==> src/rtl/updown_sequence_decoder.sv <==
// Observer for a 2-bit up/down counter: classifies {q1,q0} transitions and tracks position.
// Optional hold-stall detection is built when STALL_TIMEOUT_EN is defined.
module updown_sequence_decoder #(
  parameter int POS_WIDTH     = 8,
  parameter int ERR_CNT_WIDTH = 4,
  parameter int STALL_LIMIT   = 15
) (
  input  logic                     clock,
  input  logic                     reset_n,
  input  logic                     sample_valid,
  input  logic                     q1,
  input  logic                     q0,
  input  logic                     clear_err,
  output logic                     step_valid,
  output logic                     step_inc,
  output logic                     up_est,
  output logic [POS_WIDTH-1:0]     position,
  output logic                     error,
  output logic [ERR_CNT_WIDTH-1:0] err_count,
  output logic                     stall
);

  typedef enum logic [1:0] {IDLE, TRACK, ERROR} state_t;

  localparam logic [POS_WIDTH-1:0]     POS_ONE = POS_WIDTH'(1);
  localparam logic [ERR_CNT_WIDTH-1:0] ERR_ONE = ERR_CNT_WIDTH'(1);

  state_t                   state_reg;
  logic [1:0]               prev_reg;
  logic                     step_valid_reg;
  logic                     step_inc_reg;
  logic                     up_est_reg;
  logic [POS_WIDTH-1:0]     position_reg;
  logic                     error_reg;
  logic [ERR_CNT_WIDTH-1:0] err_count_reg;

  logic [1:0] cur;
  logic [1:0] delta;

  assign cur   = {q1, q0};
  // Modulo-4 difference: 1 = increment, 3 = decrement, 0 = hold, 2 = impossible jump.
  assign delta = cur - prev_reg;

`ifdef STALL_TIMEOUT_EN
  localparam int STALL_W = (STALL_LIMIT < 2) ? 1 : $clog2(STALL_LIMIT + 1);
  localparam logic [STALL_W-1:0] STALL_MAX  = STALL_W'(STALL_LIMIT);
  localparam logic [STALL_W-1:0] STALL_LAST = STALL_W'(STALL_LIMIT - 1);
  localparam logic [STALL_W-1:0] STALL_ONE  = STALL_W'(1);

  logic [STALL_W-1:0] stall_cnt_reg;
  logic               stall_reg;
  assign stall = stall_reg;
`else
  assign stall = 1'b0;
`endif

  always_ff @(posedge clock or negedge reset_n) begin
    if (!reset_n) begin
      state_reg      <= IDLE;
      prev_reg       <= 2'b00;
      step_valid_reg <= 1'b0;
      step_inc_reg   <= 1'b0;
      up_est_reg     <= 1'b1;
      position_reg   <= '0;
      error_reg      <= 1'b0;
      err_count_reg  <= '0;
`ifdef STALL_TIMEOUT_EN
      stall_cnt_reg  <= '0;
      stall_reg      <= 1'b0;
`endif
    end else begin
      step_valid_reg <= 1'b0;
      case (state_reg)
        IDLE: begin
          if (sample_valid) begin
            prev_reg  <= cur;
            state_reg <= TRACK;
          end
        end
        TRACK: begin
          if (sample_valid) begin
            prev_reg <= cur;
            case (delta)
              2'd1: begin
                step_valid_reg <= 1'b1;
                step_inc_reg   <= 1'b1;
                up_est_reg     <= 1'b0;
                position_reg   <= position_reg + POS_ONE;
`ifdef STALL_TIMEOUT_EN
                stall_cnt_reg  <= '0;
                stall_reg      <= 1'b0;
`endif
              end
              2'd3: begin
                step_valid_reg <= 1'b1;
                step_inc_reg   <= 1'b0;
                up_est_reg     <= 1'b1;
                position_reg   <= position_reg - POS_ONE;
`ifdef STALL_TIMEOUT_EN
                stall_cnt_reg  <= '0;
                stall_reg      <= 1'b0;
`endif
              end
              2'd0: begin
`ifdef STALL_TIMEOUT_EN
                if (stall_cnt_reg != STALL_MAX)
                  stall_cnt_reg <= stall_cnt_reg + STALL_ONE;
                if (stall_cnt_reg >= STALL_LAST)
                  stall_reg <= 1'b1;
`endif
              end
              default: begin
                state_reg <= ERROR;
                error_reg <= 1'b1;
                if (err_count_reg != '1)
                  err_count_reg <= err_count_reg + ERR_ONE;
`ifdef STALL_TIMEOUT_EN
                stall_cnt_reg <= '0;
                stall_reg     <= 1'b0;
`endif
              end
            endcase
          end
        end
        ERROR: begin
          // Clear takes priority over any sample in the same cycle; that sample is dropped.
          if (clear_err) begin
            state_reg <= IDLE;
            error_reg <= 1'b0;
          end
        end
        default: state_reg <= IDLE;
      endcase
    end
  end

  assign step_valid = step_valid_reg;
  assign step_inc   = step_inc_reg;
  assign up_est     = up_est_reg;
  assign position   = position_reg;
  assign error      = error_reg;
  assign err_count  = err_count_reg;

endmodule
==> config.mk <==
export PLATFORM = sky130hd
export DESIGN_NAME = updown_sequence_decoder
export DESIGN_NICKNAME = d
export VERILOG_FILES = /design/src/rtl/updown_sequence_decoder.sv
export SDC_FILE = /design/constraint.sdc
export NUM_CORES = 1
export LEC_CHECK = 0
export ABC_AREA = 1
export BUFFER_PORTS_ARGS = -buffer_cell sky130_fd_sc_hd__clkbuf_2
export CAP_MARGIN = 10
export CORE_MARGIN = 4
export CORE_UTILIZATION = 50
export CTS_BUF_LIST = sky130_fd_sc_hd__clkbuf_2
export CTS_CLUSTER_SIZE = 30
export DETAILED_ROUTE_END_ITERATION = 7
export PLACE_DENSITY = 0.73
export SYNTH_ARGS = -nofsm -noshare
export SYNTH_HDL_FRONTEND = slang
export SYNTH_SLANG_ARGS = --single-unit
==> constraint.sdc <==
create_clock -name clock -period 3.1 [get_ports clock]
set_clock_uncertainty 0.2 [all_clocks]
set_input_delay 0 -clock clock [delete_from_list [all_inputs] [get_ports clock]]
set_output_delay 0 -clock clock [all_outputs]
set_load 0.02 [all_outputs]
-- After elaboration in Yosys (flattened, before gate mapping)
Index checks and enable logic that the tools add are counted.
- output and inout bits: 17
- input port bits: 6
- flip-flop bits (word level): 20
- logic and storage cells: 49
- eq/ne operators: 9
- reductions and logical operators: 12
- add/sub/neg operators: 4
- bitwise operators: 1
- multiplexer cells: 15
- operators by type and width (kind ; number):
    $pmux 8 s2 ; 1
    $reduce_and 4->1 ; 3
    $add 8x1->8 const B ; 1
    $mux 2 ; 4
    $ne 2x2->1 const B ; 4
    $sub 8x1->8 const B ; 1
    $mux 1 ; 6
    $pmux 1 s2 ; 3
    $pmux 2 s3 ; 1
    $add 4x1->4 const B ; 1
    $eq 2x1->1 const B ; 2
    $eq 2x2->1 const B ; 2
    $logic_not 2->1 ; 2
    $ne 4x4->1 const B ; 1
    $reduce_bool 2->1 ; 2
    $reduce_or 2->1 ; 2
    $reduce_and 3->1 ; 1
    $reduce_or 3->1 ; 1
    $reduce_and 2->1 ; 1
    $sub 2x2->2 ; 1
    $not 1->1 ; 1

-- Longest topological paths before layout
- depth after elaboration: 6
- mapped depth: 16
- mapped depth without buffers: 16

-- Worst setup path before layout
No wires, ideal clock.
- path type: register -> register
- from: reg prev_reg[0]
- to: reg position_reg[6], in the netlist position[6]
- slack: 1.003 ns
- cell stages (with the launch flop): 13
- arrival time: 1.780 ns
- clock period less this slack: 2.097 ns
- path buffers: 0
- setup time: 0.117 ns
- data required time: 2.783 ns
- cell sequence: dfrtp_1 -> ha_1 -> inv_1 -> nand4_1 -> nand2_1 -> inv_1 -> ha_1 -> nor2_1 -> nor2_2 -> nand3_1 -> nand3b_1 -> nand3_1 -> nand2_1
- cells in the longest elaborated chain, start to end: 4
- elaborated cells between the ends (all ways): 6
- classes of those cells: add/sub (1); eq/ne (2); mux (1); reduce/logical (2)
- ends and longest elaborated chain (element ; RTL line ; source):
    from (decl) ; 29 ; logic [1:0] prev_reg;
    from (signal assigned) ; 76 ; prev_reg <= cur;
    from (signal assigned) ; 82 ; prev_reg <= cur;
    $sub 2x2->2 * ; 42 ; assign delta = cur - prev_reg;
    $eq 2x2->1 or $eq 2x1->1 (tied branches) ; 83 ; case (delta)
    $reduce_bool 2->1 (no line) ; -- ;
    $reduce_and 3->1 (no line) ; -- ;
    to (signal assigned) ; 88 ; position_reg <= position_reg + POS_ONE;
    to (signal assigned) ; 98 ; position_reg <= position_reg - POS_ONE;
    to (decl) ; 33 ; logic [POS_WIDTH-1:0] position_reg;
Mark *: on every way between the ends. The rest lies on a longest branch, timed or not.
A chain may end at the register's enable or synchronous reset.

-- Final worst setup path
Ends and elaborated chain as after synthesis.

==> metrics.txt <==
result of the run complete, no violations; setup fix buffers added after clock tree synthesis 0; pins over their slew limit 0; flip-flop count of the largest register, all copies and words added 8; sequential cell area in the final layout 501.7 sq um; maximum root-to-sink buffer count 2; cell count after synthesis 158; kind of end point of the critical path flop; biggest cell delay along the critical path 430 ps; cell depth of the worst flop-to-flop path 13; antenna diode count 0; Net Count, Synth 167; internal power consumption 0.7027 mW; Mean Syn Cell Area 7.713 sq um; violation count after the first detailed-routing iteration 48; total routing resource utilization after global routing 18.63%; filler cell count in the final layout 198; clock-pin slew on the worst setup and hold paths 210 ps; synth unique cells 26; class of the tightest hold or removal check reg2reg; routed wire length per instance 12.99 um; fin worst setup slack 742.4 ps; num rows 17; NumNets Final 203; R2R setup slack 740 ps; total number of clock tree sinks 20; end of the worst register-to-register path position[6]; initial cell density of the core 53.55%; combinational power share 57.1%; smallest hold slack 318.4 ps; post-route ant nets 0; pre-CTS setup slack 829.8 ps; crit-path cells ha_1 -> inv_1 -> nand3_4 -> nand2_1 -> nand2_1 -> inv_1 -> ha_1 -> nor2_1 -> nor2_2 -> nand3_1 -> nand3b_1 -> nand3_1 -> nand2_1; arrival time reported for the critical path endpoint 2390 ps; final setup vio count 0; Relative slew margins 41.77%; setup repair after global routing missed its margin no; share of the clock period used by the worst path 76.05%; clock root buffer sky130_fd_sc_hd__clkbuf_2; initial antenna violation count 0; part of the power in the clock network 7.8%; width of the die 57.37 um; TritonCTS clock tree built; final-report hold violation count 0; clock latency at the later pin of the worst-skew pair 330 ps; Max-cap violations 0; cell seen most often among critical-path stages sky130_fd_sc_hd__nand2_1; final RePlAce weighted congestion 0.8208; cell with the largest stage delay on the worst path sky130_fd_sc_hd__dfrtp_1; Net Switching 0.7280 mW; height of the die 57.37 um; Initial DRT Pass Iterations 5; remaining design rule violation count 0; IR Drop Worst-Case VDD 0.0006299 V; flip-flop and latch count after synthesis 20; path type of the worst setup path reg2reg; wire length of the first global-routing pass 4788 um; number of resized instances in the post-cts repair step 0; sequential share of power 35.1%; number of enable-type register cells in the synthesized netlist 0; biggest area consumer among synthesized cells sky130_fd_sc_hd__dfrtp_1; Syn Std Cell Area 1219 sq um; kind of start point of the critical path flop; Port Buffer Count 21; post-route insts no fill 221; combined area of the multi-input logic cells 615.6 sq um; wire length reported by the detailed router 2871 um; io pins 23; GR Overflow Total 0; Fmax 424.2 MHz; static leakage power 0.7942 nW; count of H-tree levels built during CTS 1; Via-to-Cell Ratio 5.371; total of warnings raised by yosys 0; core region area 2276 sq um; fraction of layout cells with a size suffix above 1 20.73%; HPWL after detailed placement 1996 um; summed negative setup slack over all endpoints 0 ps; minimum period implied by the final worst setup slack 2358 ps; main flop type after synthesis sky130_fd_sc_hd__dfrtp_1; number of vias in the routed layout 1187; die area 3291 sq um; net switching share of the total power 50.89%; pin count of the biggest net entering global routing 20; number of placed instances, taps included 206; CP Launch Point prev_reg[0]; top-area cell type share of the netlist area 39.01%; Synth async-reset ratio 100.0%; signed area change from the synthesized netlist to the final layout 21.46%; critical path peak fanout 9; total CTS buffers 3; capturing element of the worst setup path position[6]; worst slew pin tran 870.5 ps; via count of the first global-routing pass 1146; launching point of the worst reg2reg path prev_reg[0]; power density of the placed cells 966.6 nW/um^2; leading cell types by total area after synthesis sky130_fd_sc_hd__dfrtp_1 (39%), sky130_fd_sc_hd__nand2_1 (14%), sky130_fd_sc_hd__inv_1 (7.1%); required arrival time at the worst endpoint 3130 ps; portion of the post-synthesis area used by sequential elements 41.17%
[layer usage]
layer  up-vias  global-route usage (%)  routed length (um)
met4         0                   9.934                  70
met2        57                   30.00                1382
met1       553                   23.98                1246
li1        569                       -                   -
met5         -                       0                   0
met3         8                   2.715                 171
[Yosys cell counts (2+ instances only)]
library cell / instances
sky130_fd_sc_hd__xnor2_1: 4
sky130_fd_sc_hd__nand2_2: 7
sky130_fd_sc_hd__ha_1: 3
sky130_fd_sc_hd__nor2_1: 9
sky130_fd_sc_hd__o21ai_0: 11
sky130_fd_sc_hd__nand2_4: 2
sky130_fd_sc_hd__nand3_1: 10
sky130_fd_sc_hd__nand2_1: 47
sky130_fd_sc_hd__inv_1: 23
sky130_fd_sc_hd__nand4_1: 6
sky130_fd_sc_hd__o41ai_1: 2
sky130_fd_sc_hd__buf_4: 2
sky130_fd_sc_hd__dfrtp_1: 19
[worst max-delay path: cells and delay by family (launching register included)]
family,cells,cell delay [ps]
adders and majority gates,2,560
buffers and inverters,2,190
DFF,1,430
and+or+nand+nor,9,880
[through the flow]
step	power (mW)	util [%]	area [sq um]
after floorplan	1.073	-	1219
after global placement	1.268	59.37	1351
after detailed placement	1.293	59.37	1351
after CTS	1.424	65.04	1480
after global routing	1.556	65.04	1480
final	1.431	65.04	1480
[cells in the final DEF, fill, tap and decap left out]
master,synthesis,final
sky130_fd_sc_hd__nand3_1,10,10
sky130_fd_sc_hd__xnor2_1,4,4
sky130_fd_sc_hd__nand2_2,7,7
sky130_fd_sc_hd__inv_1,23,23
sky130_fd_sc_hd__nor2_4,1,1
sky130_fd_sc_hd__xor2_1,1,1
sky130_fd_sc_hd__nor3_1,1,1
sky130_fd_sc_hd__buf_4,2,1
sky130_fd_sc_hd__o41ai_1,2,2
sky130_fd_sc_hd__dfstp_2,1,1
sky130_fd_sc_hd__nor2_2,1,1
sky130_fd_sc_hd__clkbuf_2,0,24
sky130_fd_sc_hd__o21bai_4,1,1
sky130_fd_sc_hd__dlygate4sd3_1,0,11
sky130_fd_sc_hd__nand2_4,2,2
sky130_fd_sc_hd__o21ai_0,11,11
sky130_fd_sc_hd__nand4_1,6,6
sky130_fd_sc_hd__nand3_2,1,1
sky130_fd_sc_hd__ha_1,3,3
sky130_fd_sc_hd__nand3b_1,1,1
sky130_fd_sc_hd__dfrtp_1,19,19
sky130_fd_sc_hd__or2_1,1,1
sky130_fd_sc_hd__clkinv_1,0,1
sky130_fd_sc_hd__nor2_1,9,9
sky130_fd_sc_hd__conb_1,1,1
sky130_fd_sc_hd__nand3_4,1,1
sky130_fd_sc_hd__o21ai_1,1,1
sky130_fd_sc_hd__a31oi_1,1,1
sky130_fd_sc_hd__nand2_1,47,47
[final cells by class]
cell class              count  share of cell area (%)
multi-input cells         113                   41.59
flip-flops and latches     20                   33.90
repair buffers             33                   15.05
inverters                  23                   5.833
well taps                  28                   2.367
clock buffers               3                   1.014
clock inverters             1                  0.2536
[kinds of logic (layout without fill, tap and decap cells)]
kind of cell	after synthesis	after routing	share of synthesized area (%)
adder cells (fa/ha/maj)	3	3	3.080
flip-flops	20	20	41.17
XOR/XNOR	5	5	3.593
AO/OA/AOI/OAI	16	16	8.419
buffers and inverters	25	60	8.316
AND/OR/NAND/NOR	88	88	35.11
other	1	1	0.3077
[worst min path at each step]
stage	start	endpoint	slack, ps	cells past startpoint
after detailed placement	reset_n	prev_reg[1]	-210	1
after floorplan	reset_n	err_count[0]	-500	0
after global placement	reset_n	prev_reg[1]	-210	1
after global routing	clear_err	error	340	5
final	err_count[3]	err_count[3]	320	1
after CTS	state_reg[0]	state_reg[0]	320	1
[power by group through the flow]
| stage | sequential (mW) | combinational (mW) | clock, mW |
|---|---|---|---|
| after floorplan | 0.595 | 0.478 | 0 |
| after global placement | 0.499 | 0.769 | 0 |
| after CTS | 0.500 | 0.812 | 0.112 |
| after detailed placement | 0.504 | 0.789 | 0 |
| after global routing | 0.520 | 0.911 | 0.125 |
| final | 0.502 | 0.817 | 0.112 |
[repair_timing]
action	CTS	global route
endpoints found under the setup margin	0	0
hold buffers	11	0
hold endpoints to repair	26	0
Note: power is estimated with default switching activity, not from simulation.
